===== src/rtl/fifo_rd_pkg.sv =====
// Shared types for the fifo_burst_reader read engine.
// FIFO_RD_WIDTH sets the data width of the skid entry; it must match the FIFO width.
package fifo_rd_pkg;

    localparam int unsigned FIFO_RD_WIDTH = 8;

    typedef enum logic [1:0] {
        IDLE  = 2'd0,
        READ  = 2'd1,
        DRAIN = 2'd2,
        DONE  = 2'd3
    } fifo_rd_state_e;

    typedef struct packed {
        logic [FIFO_RD_WIDTH-1:0] data;
        logic                     last;
    } fifo_rd_entry_t;

endpackage


===== src/rtl/fifo_rd_skid.sv =====
// Two-entry register skid buffer: slot0 is always the head, slot1 holds the overflow word.
module fifo_rd_skid
    import fifo_rd_pkg::*;
(
    input  logic           clk,
    input  logic           rst,
    input  logic           push_i,
    input  fifo_rd_entry_t push_entry_i,
    input  logic           pop_i,
    output logic [1:0]     count_o,
    output fifo_rd_entry_t head_o
);

    fifo_rd_entry_t slot0_q, slot0_d;
    fifo_rd_entry_t slot1_q, slot1_d;
    logic [1:0]     count_q, count_d;
    logic           pop_ok;
    logic           push_ok;

    // NOTE: every signal written here gets a default first, so no path leaves it unassigned and no latch is inferred.
    always_comb begin
        slot0_d = slot0_q;
        slot1_d = slot1_q;
        count_d = count_q;
        pop_ok  = pop_i && (count_q != 2'd0);
        push_ok = push_i && ((count_q != 2'd2) || pop_ok);

        if (pop_ok) begin
            slot0_d = slot1_q;
            count_d = count_q - 2'd1;
        end

        // Push lands in the first free slot after any pop has shifted the head.
        if (push_ok) begin
            if (count_d == 2'd0) begin
                slot0_d = push_entry_i;
            end else begin
                slot1_d = push_entry_i;
            end
            count_d = count_d + 2'd1;
        end
    end

    // NOTE: state updates use non-blocking assignments so every register samples pre-edge values.
    // NOTE: the data slots are reset as well, so m_data reads 0 coming out of reset.
    always_ff @(posedge clk or posedge rst) begin
        if (rst) begin
            slot0_q <= '0;
            slot1_q <= '0;
            count_q <= 2'd0;
        end else begin
            slot0_q <= slot0_d;
            slot1_q <= slot1_d;
            count_q <= count_d;
        end
    end

    assign count_o = count_q;
    assign head_o  = slot0_q;

endmodule


===== src/rtl/fifo_burst_reader.sv =====
// Pops a framed burst of burst_len words from a show-ahead FIFO onto a valid/ready stream.
// Optional empty-FIFO abort is enabled with the FIFO_RD_TIMEOUT_EN macro.
module fifo_burst_reader
    import fifo_rd_pkg::*;
#(
    parameter int unsigned WIDTH   = FIFO_RD_WIDTH,
    parameter int unsigned LEN_W   = 8,
    parameter int unsigned TIMEOUT = 16
) (
    input  logic             clk,
    input  logic             rst,
    input  logic             start,
    input  logic [LEN_W-1:0] burst_len,
    output logic             busy,
    output logic             done,
    output logic             aborted,
    output logic             fifo_ren,
    input  logic [WIDTH-1:0] fifo_data,
    input  logic             fifo_empty,
    output logic             m_valid,
    output logic [WIDTH-1:0] m_data,
    output logic             m_last,
    input  logic             m_ready
);

    fifo_rd_state_e   state_q, state_d;
    logic [LEN_W-1:0] remaining_q, remaining_d;
    logic [1:0]       skid_count;
    fifo_rd_entry_t   push_entry;
    fifo_rd_entry_t   skid_head;
    logic             pop_fire;
    logic             hs_fire;
    logic             start_ok;
    logic             timeout_hit;

    // Pop depends only on registered state and FIFO flags, never on m_ready.
    assign pop_fire = (state_q == READ) && !fifo_empty && (skid_count < 2'd2)
                      && (remaining_q != '0);
    assign hs_fire  = m_valid && m_ready;
    assign start_ok = (state_q == IDLE) && start;

    always_comb begin
        push_entry      = '0;
        push_entry.data = fifo_data;
        push_entry.last = (remaining_q == LEN_W'(1));
    end

    fifo_rd_skid u_skid (
        .clk          (clk),
        .rst          (rst),
        .push_i       (pop_fire),
        .push_entry_i (push_entry),
        .pop_i        (hs_fire),
        .count_o      (skid_count),
        .head_o       (skid_head)
    );

`ifdef FIFO_RD_TIMEOUT_EN
    localparam int unsigned TO_W = $clog2(TIMEOUT + 1);

    logic [TO_W-1:0] empty_cnt_q, empty_cnt_d;
    logic            abort_q, abort_d;

    // Counts consecutive starved cycles in READ; any pop restarts the count.
    always_comb begin
        empty_cnt_d = empty_cnt_q;
        timeout_hit = 1'b0;
        if ((state_q != READ) || pop_fire) begin
            empty_cnt_d = '0;
        end else if (fifo_empty && (remaining_q != '0)) begin
            empty_cnt_d = empty_cnt_q + TO_W'(1);
            timeout_hit = (empty_cnt_d == TO_W'(TIMEOUT));
        end
    end

    always_comb begin
        abort_d = abort_q;
        if (start_ok) begin
            abort_d = 1'b0;
        end else if (timeout_hit) begin
            abort_d = 1'b1;
        end
    end

    always_ff @(posedge clk or posedge rst) begin
        if (rst) begin
            empty_cnt_q <= '0;
            abort_q     <= 1'b0;
        end else begin
            empty_cnt_q <= empty_cnt_d;
            abort_q     <= abort_d;
        end
    end

    assign aborted = (state_q == DONE) && abort_q;
`else
    logic unused_timeout;

    assign unused_timeout = (TIMEOUT != 0);
    assign timeout_hit    = 1'b0;
    assign aborted        = 1'b0;
`endif

    always_comb begin
        state_d     = state_q;
        remaining_d = remaining_q;
        unique case (state_q)
            IDLE: begin
                if (start) begin
                    remaining_d = burst_len;
                    state_d     = (burst_len == '0) ? DONE : READ;
                end
            end
            READ: begin
                if (pop_fire) begin
                    remaining_d = remaining_q - LEN_W'(1);
                end
                if (timeout_hit) begin
                    remaining_d = '0;
                    state_d     = DRAIN;
                end else if (pop_fire && (remaining_q == LEN_W'(1))) begin
                    state_d = DRAIN;
                end
            end
            // Leave once the skid buffer will be empty after this cycle's handshake.
            DRAIN: begin
                if ((skid_count == 2'd0) || ((skid_count == 2'd1) && hs_fire)) begin
                    state_d = DONE;
                end
            end
            DONE: begin
                state_d = IDLE;
            end
            default: begin
                state_d = IDLE;
            end
        endcase
    end

    always_ff @(posedge clk or posedge rst) begin
        if (rst) begin
            state_q     <= IDLE;
            remaining_q <= '0;
        end else begin
            state_q     <= state_d;
            remaining_q <= remaining_d;
        end
    end

    assign busy     = (state_q != IDLE);
    assign done     = (state_q == DONE);
    assign fifo_ren = pop_fire;
    assign m_valid  = (skid_count != 2'd0);
    assign m_data   = skid_head.data;
    assign m_last   = skid_head.last;

endmodule

===== config.mk =====
export PLATFORM = sky130hd
export DESIGN_NAME = fifo_burst_reader
export DESIGN_NICKNAME = d
export VERILOG_FILES = /design/src/rtl/fifo_rd_pkg.sv /design/src/rtl/fifo_rd_skid.sv /design/src/rtl/fifo_burst_reader.sv
export SDC_FILE = /design/constraint.sdc
export NUM_CORES = 1
export LEC_CHECK = 0
export ABC_AREA = 1
export ABC_CLOCK_PERIOD_IN_PS = 4500
export CELL_PAD_IN_SITES_DETAIL_PLACEMENT = 0
export CELL_PAD_IN_SITES_GLOBAL_PLACEMENT = 2
export CORE_ASPECT_RATIO = 0.5
export CORE_MARGIN = 10
export CORE_UTILIZATION = 39
export CTS_CLUSTER_SIZE = 16
export DETAILED_ROUTE_END_ITERATION = 8
export DONT_BUFFER_PORTS = 1
export MAX_ROUTING_LAYER = met4
export PLACE_DENSITY_LB_ADDON = 0.08
export SYNTH_ARGS = -nofsm -noshare
export SYNTH_HDL_FRONTEND = slang
export SYNTH_SLANG_ARGS = --single-unit

===== constraint.sdc =====
create_clock -name clk -period 4.5 [get_ports clk]
set_input_delay 0.675 -clock clk [delete_from_list [all_inputs] [get_ports clk]]
set_output_delay 0.675 -clock clk [all_outputs]
set_load 0.05 [all_outputs]

==> metrics.md, run 1 <==
| Metric | Value |
|---|---|
| Starting Density | `40.48%` |
| Fillers | `523` |
| Pre-CTS setup slack | `between 1 and 1.5 ns` |
| RSZ-0062 raised after global routing | `false` |
| Worst Setup Start Kind | `flop` |
| Clk slew on worst S/H paths | `roughly 0.070 ns` |
| Netlist cell types | `30` |
| Cell taking the most area after synthesis | `dfrtp_1` |
| Worst-margin pin slew | `between 0.5 and 0.6 ns` |
| DPL Wire Length | `3576 um` |
| Worst r2r src | `u_skid.count_o[1]$_DFF_PP0_` |
| Final WS setup | `approximately 1.3 ns` |
| Clock buffer count from CTS | `5` |
| Post-CTS Resized | `0` |
| Final setup viols | `0` |
| Clk root buf | `clkbuf_8` |
| Global-route wire length before repair | `around 8400 um` |
| Critical path arrival | `~3.4 ns` |
| Vias in the first global route | `1620` |
| CP required | `around 4.7 ns` |
| Count of final hold-check violations | `0` |
| Count leader, synth | `nand2_1` |
| Share of layout cells above drive strength 1 | `12.08%` |
| Top cells by count, synth | `107 x nand2_1, 30 x dfrtp_1, 20 x inv_1` |
| Peak supply drop | `slightly above 300 uV` |
| H-tree level count | `2` |
| Fin nets | `about 300` |
| Residual DRC | `0` |
| Crit path largest cell delay | `approximately 0.58 ns` |
| Reg2reg path depth | `11` |
| Port Buffers | `0` |
| Largest net degree at the start of global routing | `31` |
| Max Fclk | `0.3134 GHz` |
| Number of synthesized register bits | `30` |
| Core Footprint | `4955 um^2` |
| EDFF count, synth | `0` |
| Psw | `a little over 0.9 mW` |
| DR WL/cell | `14.85 um` |
| Net Sw Frac | `53.27%` |
| Tcrit/Tclk final | `a little under three quarters` |
| DRT Pass-1 Iters | `5` |
| Die X | `121.4 um` |
| Global route total overflow | `0` |
| Final setup TNS | `0 ns` |
| R2r setup slk | `between 1 and 1.5 ns` |
| Synth area leaders | `dfrtp_1 37%, nand2_1 20%, ha_1 6.2%, nand3_1 4.7%, mux2i_1 4.0%` |
| Prevailing post-synth register cell | `dfrtp_1` |
| CP Buf/Inv Count | `4` |
| Status | `finished clean` |
| Routed WL | `4974 um` |
| Sink Count | `30` |
| Register share of total power | `between 30% and 40%` |
| Maxcap violations | `0` |
| Clock Power Share | `13.3%` |
| Kind of critical path | `flop to flop` |
| Mapped Nets | `297` |
| Fin util | `a little over two fifths` |
| RR Endpoint | `u_skid.slot1_q[8]$_DFFE_PP0P_` |
| Critical path's top delay family | `simple AND/OR/NAND/NOR gates` |
| Routed vias | `approximately 1700` |
| TritonCTS clock tree | `yes` |
| RePlAce Congestion | `about 0.72` |
| Async SR Flop Fraction | `100.0%` |
| Yosys top cell area share | `37.43%` |
| Clk_skew | `~0.0042 ns` |
| Crit. End Element | `flop` |
| Chip Height | `70.71 um` |
| Cell Area, Synth | `between 2000 and 2500 um^2` |
| Clock tree buffer depth | `2` |
| 1st-iter DRT viols | `94` |
| Combinational Power Share | `between 50% and 60%` |
| Synth warn | `0` |
| Hold-fix buffers at CTS | `0` |
| Rel. slew slack | `between 60% and 70%` |
| Ports | `35` |
| Critical-path cell list | `inv_1 > ha_1 > inv_1 > buf_4 > nand2_1 > xor2_1 > ha_1 > inv_1 > nand3_2 > nand2_1 > nand2_1` |
| Global Route Usage Sum | `~12%` |
| Pwr/cell area | `814.5 nW/um^2` |
| Vias per std cell | `around 5.0` |
| DIE AREA | `between 8000 and 9000 um^2` |
| P&R area growth vs syn | `5.552%` |
| Cells after synthesis | `266` |
| Row cnt | `18` |
| Skew-Pair Late Insertion Delay | `roughly 0.28 ns` |
| Post-CTS setup buffers | `0` |
| Crit-path max FO | `14` |
| ANT nets after route | `0` |
| Mean Syn Cell Area | `between 7 and 8 um^2` |
| Int Power | `~0.81 mW` |
| Crit-path slowest cell | `ha_1` |
| Seq/Total Area, Yosys | `a little under two fifths` |
| Antenna violations before repair | `0` |
| LEAKAGE | `1.115 nW` |
| Max-slew violations | `0` |
| Ant diodes | `0` |
| Fin crit period | `3.191 ns` |
| Hold Crit Class | `primary input to asynchronous set/reset pin` |
## power by group through the flow
stage / registers [mW] / logic (mW) / clock network, mW
2_1_floorplan: 0.570 / 0.785 / 0
3_3_place_gp: 0.601 / 0.896 / 0
3_5_place_dp: 0.600 / 0.908 / 0
4_1_cts: 0.595 / 0.912 / 0.238
5_1_grt: 0.611 / 1.05 / 0.251
6_report: 0.594 / 0.900 / 0.230
## final cells by class
cell class	instances	area, um^2	area share [%]
Sequential cell	30	750.7	35.46
Multi-Input combinational cell	202	1081	51.06
Timing Repair Buffer	2	15.01	0.7092
Clock inverter	1	5.005	0.2364
Tap cell	70	87.58	4.137
Clock buffer	7	86.33	4.078
Inverter	23	91.34	4.314
## logic make-up after synthesis
family | after synthesis | synth area share [%]
DFF | 30 | 37.43
adders and majority gates | 10 | 6.238
AOI/OAI and AO/OA | 21 | 7.050
muxes | 8 | 3.993
xor gates and xnor gates | 2 | 0.8735
and+or+nand+nor | 160 | 35.56
buffers and inverters | 34 | 8.671
other | 1 | 0.1870
## worst max-delay path by stage
| stage | start | to | cells past startpoint |
|---|---|---|---|
| 6_report | u_skid.count_o[1]$_DFF_PP0_ | u_skid.slot1_q[8]$_DFFE_PP0P_ | 11 |
| 3_3_place_gp | u_skid.count_o[1]$_DFF_PP0_ | u_skid.slot1_q[7]$_DFFE_PP0P_ | 11 |
| 4_1_cts | u_skid.count_o[1]$_DFF_PP0_ | u_skid.slot1_q[1]$_DFFE_PP0P_ | 11 |
| 3_5_place_dp | u_skid.count_o[1]$_DFF_PP0_ | u_skid.slot1_q[1]$_DFFE_PP0P_ | 11 |
| 2_1_floorplan | u_skid.count_o[1]$_DFF_PP0_ | u_skid.head_o[0]$_DFF_PP0_ | 15 |
| 5_1_grt | u_skid.count_o[1]$_DFF_PP0_ | u_skid.slot1_q[4]$_DFFE_PP0P_ | 11 |
## placed cells by master, fill, tap and decap left out
master,n
nand2_2,5
a21oi_1,6
xor2_1,2
nand4_1,11
nand2_4,1
nor2_1,11
nand3_1,19
nand2_1,107
mux2i_1,8
nand2_8,1
conb_1,1
nor3_4,1
inv_2,2
o21ai_0,5
nor2_2,1
a21oi_2,1
or2_2,1
clkbuf_8,6
o21ai_2,8
clkinv_2,1
o21bai_1,1
buf_4,2
inv_1,20
inv_6,1
clkbuf_1,1
dfrtp_1,30
nor3_1,1
nand3_2,1
ha_1,10
## worst reg2reg max path: stages (launching register included)
cell and delay (ns):
dfrtp_1 0.44, inv_1 0.09, ha_1 0.19, inv_1 0.06, buf_4 0.26, nand2_1 0.39, xor2_1 0.33, ha_1 0.58
inv_1 0.37, nand3_2 0.29, nand2_1 0.08, nand2_1 0.06
## state kept, by name, indices dropped and copies added (netlist names)
signal          flops
u_skid.head_o       9
remaining_q         8
u_skid.slot1_q      9
state_q             2
u_skid.count_o      2
## through the flow
| step | hold slack, ns | power (mW) | cells | area [um^2] |
|---|---|---|---|---|
| after global placement | 0.4590 | 1.497 | 327 | 2026 |
| after global routing | 0.4033 | 1.908 | 335 | 2117 |
| after detailed placement | 0.4592 | 1.509 | 327 | 2026 |
| final | 0.3699 | 1.724 | 335 | 2117 |
| after CTS | 0.3870 | 1.746 | 335 | 2117 |
| after floorplan | 0.4425 | 1.355 | 266 | 2006 |
## layer usage
metal / GRT usage [%] / wire, um / up-vias
li1: - / - / 842
met1: 14.77 / 2280 / 773
met2: 19.64 / 2263 / 39
met3: 4.751 / 397 / 5
met4: 2.365 / 32 / 0
met5: - / 0 / -
(Power assumes the default switching activity.)
==> run 2, diff against run 1 <==
--- a/config.mk
+++ b/config.mk
@@ -6,12 +6,12 @@
 export NUM_CORES = 1
 export LEC_CHECK = 0
 export ABC_AREA = 1
-export ABC_CLOCK_PERIOD_IN_PS = 4500
+export ABC_CLOCK_PERIOD_IN_PS = 2600
 export CELL_PAD_IN_SITES_DETAIL_PLACEMENT = 0
 export CELL_PAD_IN_SITES_GLOBAL_PLACEMENT = 2
 export CORE_ASPECT_RATIO = 0.5
 export CORE_MARGIN = 10
-export CORE_UTILIZATION = 39
+export CORE_UTILIZATION = 32
 export CTS_CLUSTER_SIZE = 16
 export DETAILED_ROUTE_END_ITERATION = 8
 export DONT_BUFFER_PORTS = 1
==> constraint.sdc (replaced) <==
create_clock -name clk -period 2.6 [get_ports clk]
set_input_delay 0.39 -clock clk [delete_from_list [all_inputs] [get_ports clk]]
set_output_delay 0.39 -clock clk [all_outputs]
set_load 0.05 [all_outputs]
==> run 2 against run 1 <==
Non-clock buffer count grew 4; via count up 0.54%; highest routed layer unchanged; routed wire length is 7.3% higher; cell count increased by 6.6%; global-route usage shrank 1.1 points; critical path depth shrank 1; register-to-register slack got worse by 1.0 ns; setup slack got worse by 1.0 ns; clock power rose to 3.4 times the previous value.
==> metrics.md, run 2 (same netlist as run 1, synthesis figures left out) <==
| Metric | Value |
|---|---|
| Worst Setup Start Kind | `flop` |
| Crit path largest cell delay | `roughly 0.43 ns` |
| Post-CTS setup buffers | `0` |
| Critical-path cell list | `inv_1 > ha_1 > inv_1 > nand2_1 > xor2_1 > ha_1 > inv_1 > nand3_2 > nand2_1 > nand2_1` |
| Pwr/cell area | `1507 nW/um^2` |
| Hold Crit Class | `primary input to asynchronous set/reset pin` |
| Crit. End Element | `flop` |
| Largest net degree at the start of global routing | `31` |
| R2r setup slk | `between 0.2 and 0.3 ns` |
| Multi-input logic area | `roughly 1100 um^2` |
| Maxcap violations | `0` |
| H-tree level count | `2` |
| Share of layout cells above drive strength 1 | `roughly 14%` |
| DRT Pass-1 Iters | `4` |
| Fin crit period | `2.320 ns` |
| Ports | `35` |
| Clock tree buffer depth | `2` |
| Rel. slew slack | `~66%` |
| Status | `finished clean` |
| DR WL/cell | `~15 um` |
| Vias per std cell | `roughly 4.7` |
| Crit-path max FO | `11` |
| Ant diodes | `0` |
| Core Footprint | `6081 um^2` |
| Crit-path slowest cell | `dfrtp_1` |
| Starting Density | `32.98%` |
| Worst r2r src | `u_skid.count_o[1]$_DFF_PP0_` |
| 1st-iter DRT viols | `between 100 and 150` |
| P&R area growth vs syn | `13.54%` |
| RR Endpoint | `u_skid.slot1_q[8]$_DFFE_PP0P_` |
| DPL Wire Length | `roughly 3800 um` |
| Clk root buf | `clkbuf_16` |
| Most frequent cells in the layout | `107 x nand2_1, 30 x dfrtp_1, 20 x inv_1` |
| TritonCTS clock tree | `yes` |
| Antenna violations before repair | `0` |
| Routed vias | `~1700` |
| Global Route Usage Sum | `11.26%` |
| Worst-margin pin slew | `roughly 0.52 ns` |
| Sink Count | `30` |
| CP required | `between 2 and 3 ns` |
| Vias in the first global route | `roughly 1700` |
| Chip Height | `75.98 um` |
| RePlAce Congestion | `roughly 0.73` |
| Hold-fix buffers at CTS | `0` |
| RSZ-0062 raised after global routing | `false` |
| Fin nets | `roughly 300` |
| ANT nets after route | `0` |
| Commonest non-fill, non-tap cell in the layout | `nand2_1` |
| Critical path arrival | `2.49 ns` |
| Residual DRC | `0` |
| Post-CTS Resized | `0` |
| Clock buffer count from CTS | `5` |
| Max Fclk | `between 0.4 and 0.5 GHz` |
| LEAKAGE | `1.183 nW` |
| Fillers | `roughly 670` |
| FF+latch area | `between 700 and 800 um^2` |
| CP Buf/Inv Count | `3` |
| Tcrit/Tclk final | `89.22%` |
| Peak supply drop | `between 400 and 500 uV` |
| Count of final hold-check violations | `0` |
| Clk slew on worst S/H paths | `about 0.06 ns` |
| Skew-Pair Late Insertion Delay | `between 0.2 and 0.3 ns` |
| Final setup viols | `0` |
| Kind of critical path | `flop to flop` |
| Die X | `around 130 um` |
| Final setup TNS | `0 ns` |
| Max-slew violations | `0` |
| Critical path's top delay family | `simple AND/OR/NAND/NOR gates` |
| Global-route wire length before repair | `8914 um` |
| Global route total overflow | `0` |
| Total Power | `approximately 3.4 mW` |
| Reg2reg path depth | `10` |
| DIE AREA | `10030 um^2` |
| Clk_skew | `approximately 0.0055 ns` |
| Row cnt | `20` |
| Port Buffers | `0` |
| Routed WL | `~5300 um` |
-- run 2: report_power, final --
part | internal, mW | total (mW) | switching (mW)
clock | 0.575 | 0.786 | 0.211
sequential | 0.672 | 1.03 | 0.356
combinational | 0.547 | 1.62 | 1.07
-- run 2: per-layer routing --
metal	vias to the layer above	global-route usage [%]	wire length, um
met2	29	17.33	2469
met1	787	13.77	2503
met5	-	-	0
met3	2	4.671	347
met4	0	1.656	17
li1	850	-	-
-- run 2: worst max-delay path by stage --
stage	start	endpoint	slack, ns	depth (start not counted)
after floorplan	u_skid.count_o[1]$_DFF_PP0_	u_skid.head_o[0]$_DFF_PP0_	0.40	15
after global placement	u_skid.count_o[1]$_DFF_PP0_	u_skid.slot1_q[0]$_DFFE_PP0P_	0.36	10
after detailed placement	u_skid.count_o[1]$_DFF_PP0_	u_skid.slot1_q[5]$_DFFE_PP0P_	0.27	10
after CTS	u_skid.count_o[1]$_DFF_PP0_	u_skid.slot1_q[7]$_DFFE_PP0P_	0.26	10
after global routing	u_skid.count_o[1]$_DFF_PP0_	u_skid.slot1_q[7]$_DFFE_PP0P_	0.0003	10
final	u_skid.count_o[1]$_DFF_PP0_	u_skid.slot1_q[8]$_DFFE_PP0P_	0.28	10
-- run 2: final cells by class --
class | instances | area share (%)
clock buffer | 6 | 6.099
clock inverter | 2 | 2.637
inverter | 23 | 4.011
multi-input combinational | 202 | 47.47
sequential | 30 | 32.97
tap | 88 | 4.835
timing repair buffer | 6 | 1.978
-- run 2: stage by stage --
step / util, % / worst slack (ns) / area [um^2] / cells / hold slack, ns
2_1_floorplan: - / 0.4025 / 2006 / 266 / 0.4425
3_3_place_gp: 34.18 / 0.3606 / 2078 / 349 / 0.4016
3_5_place_dp: 34.18 / 0.2736 / 2078 / 349 / 0.4014
4_1_cts: 37.45 / 0.2554 / 2277 / 357 / 0.1080
5_1_grt: 37.45 / 0.0003377 / 2277 / 357 / 0.1464
6_report: 37.45 / 0.2803 / 2277 / 357 / 0.09358
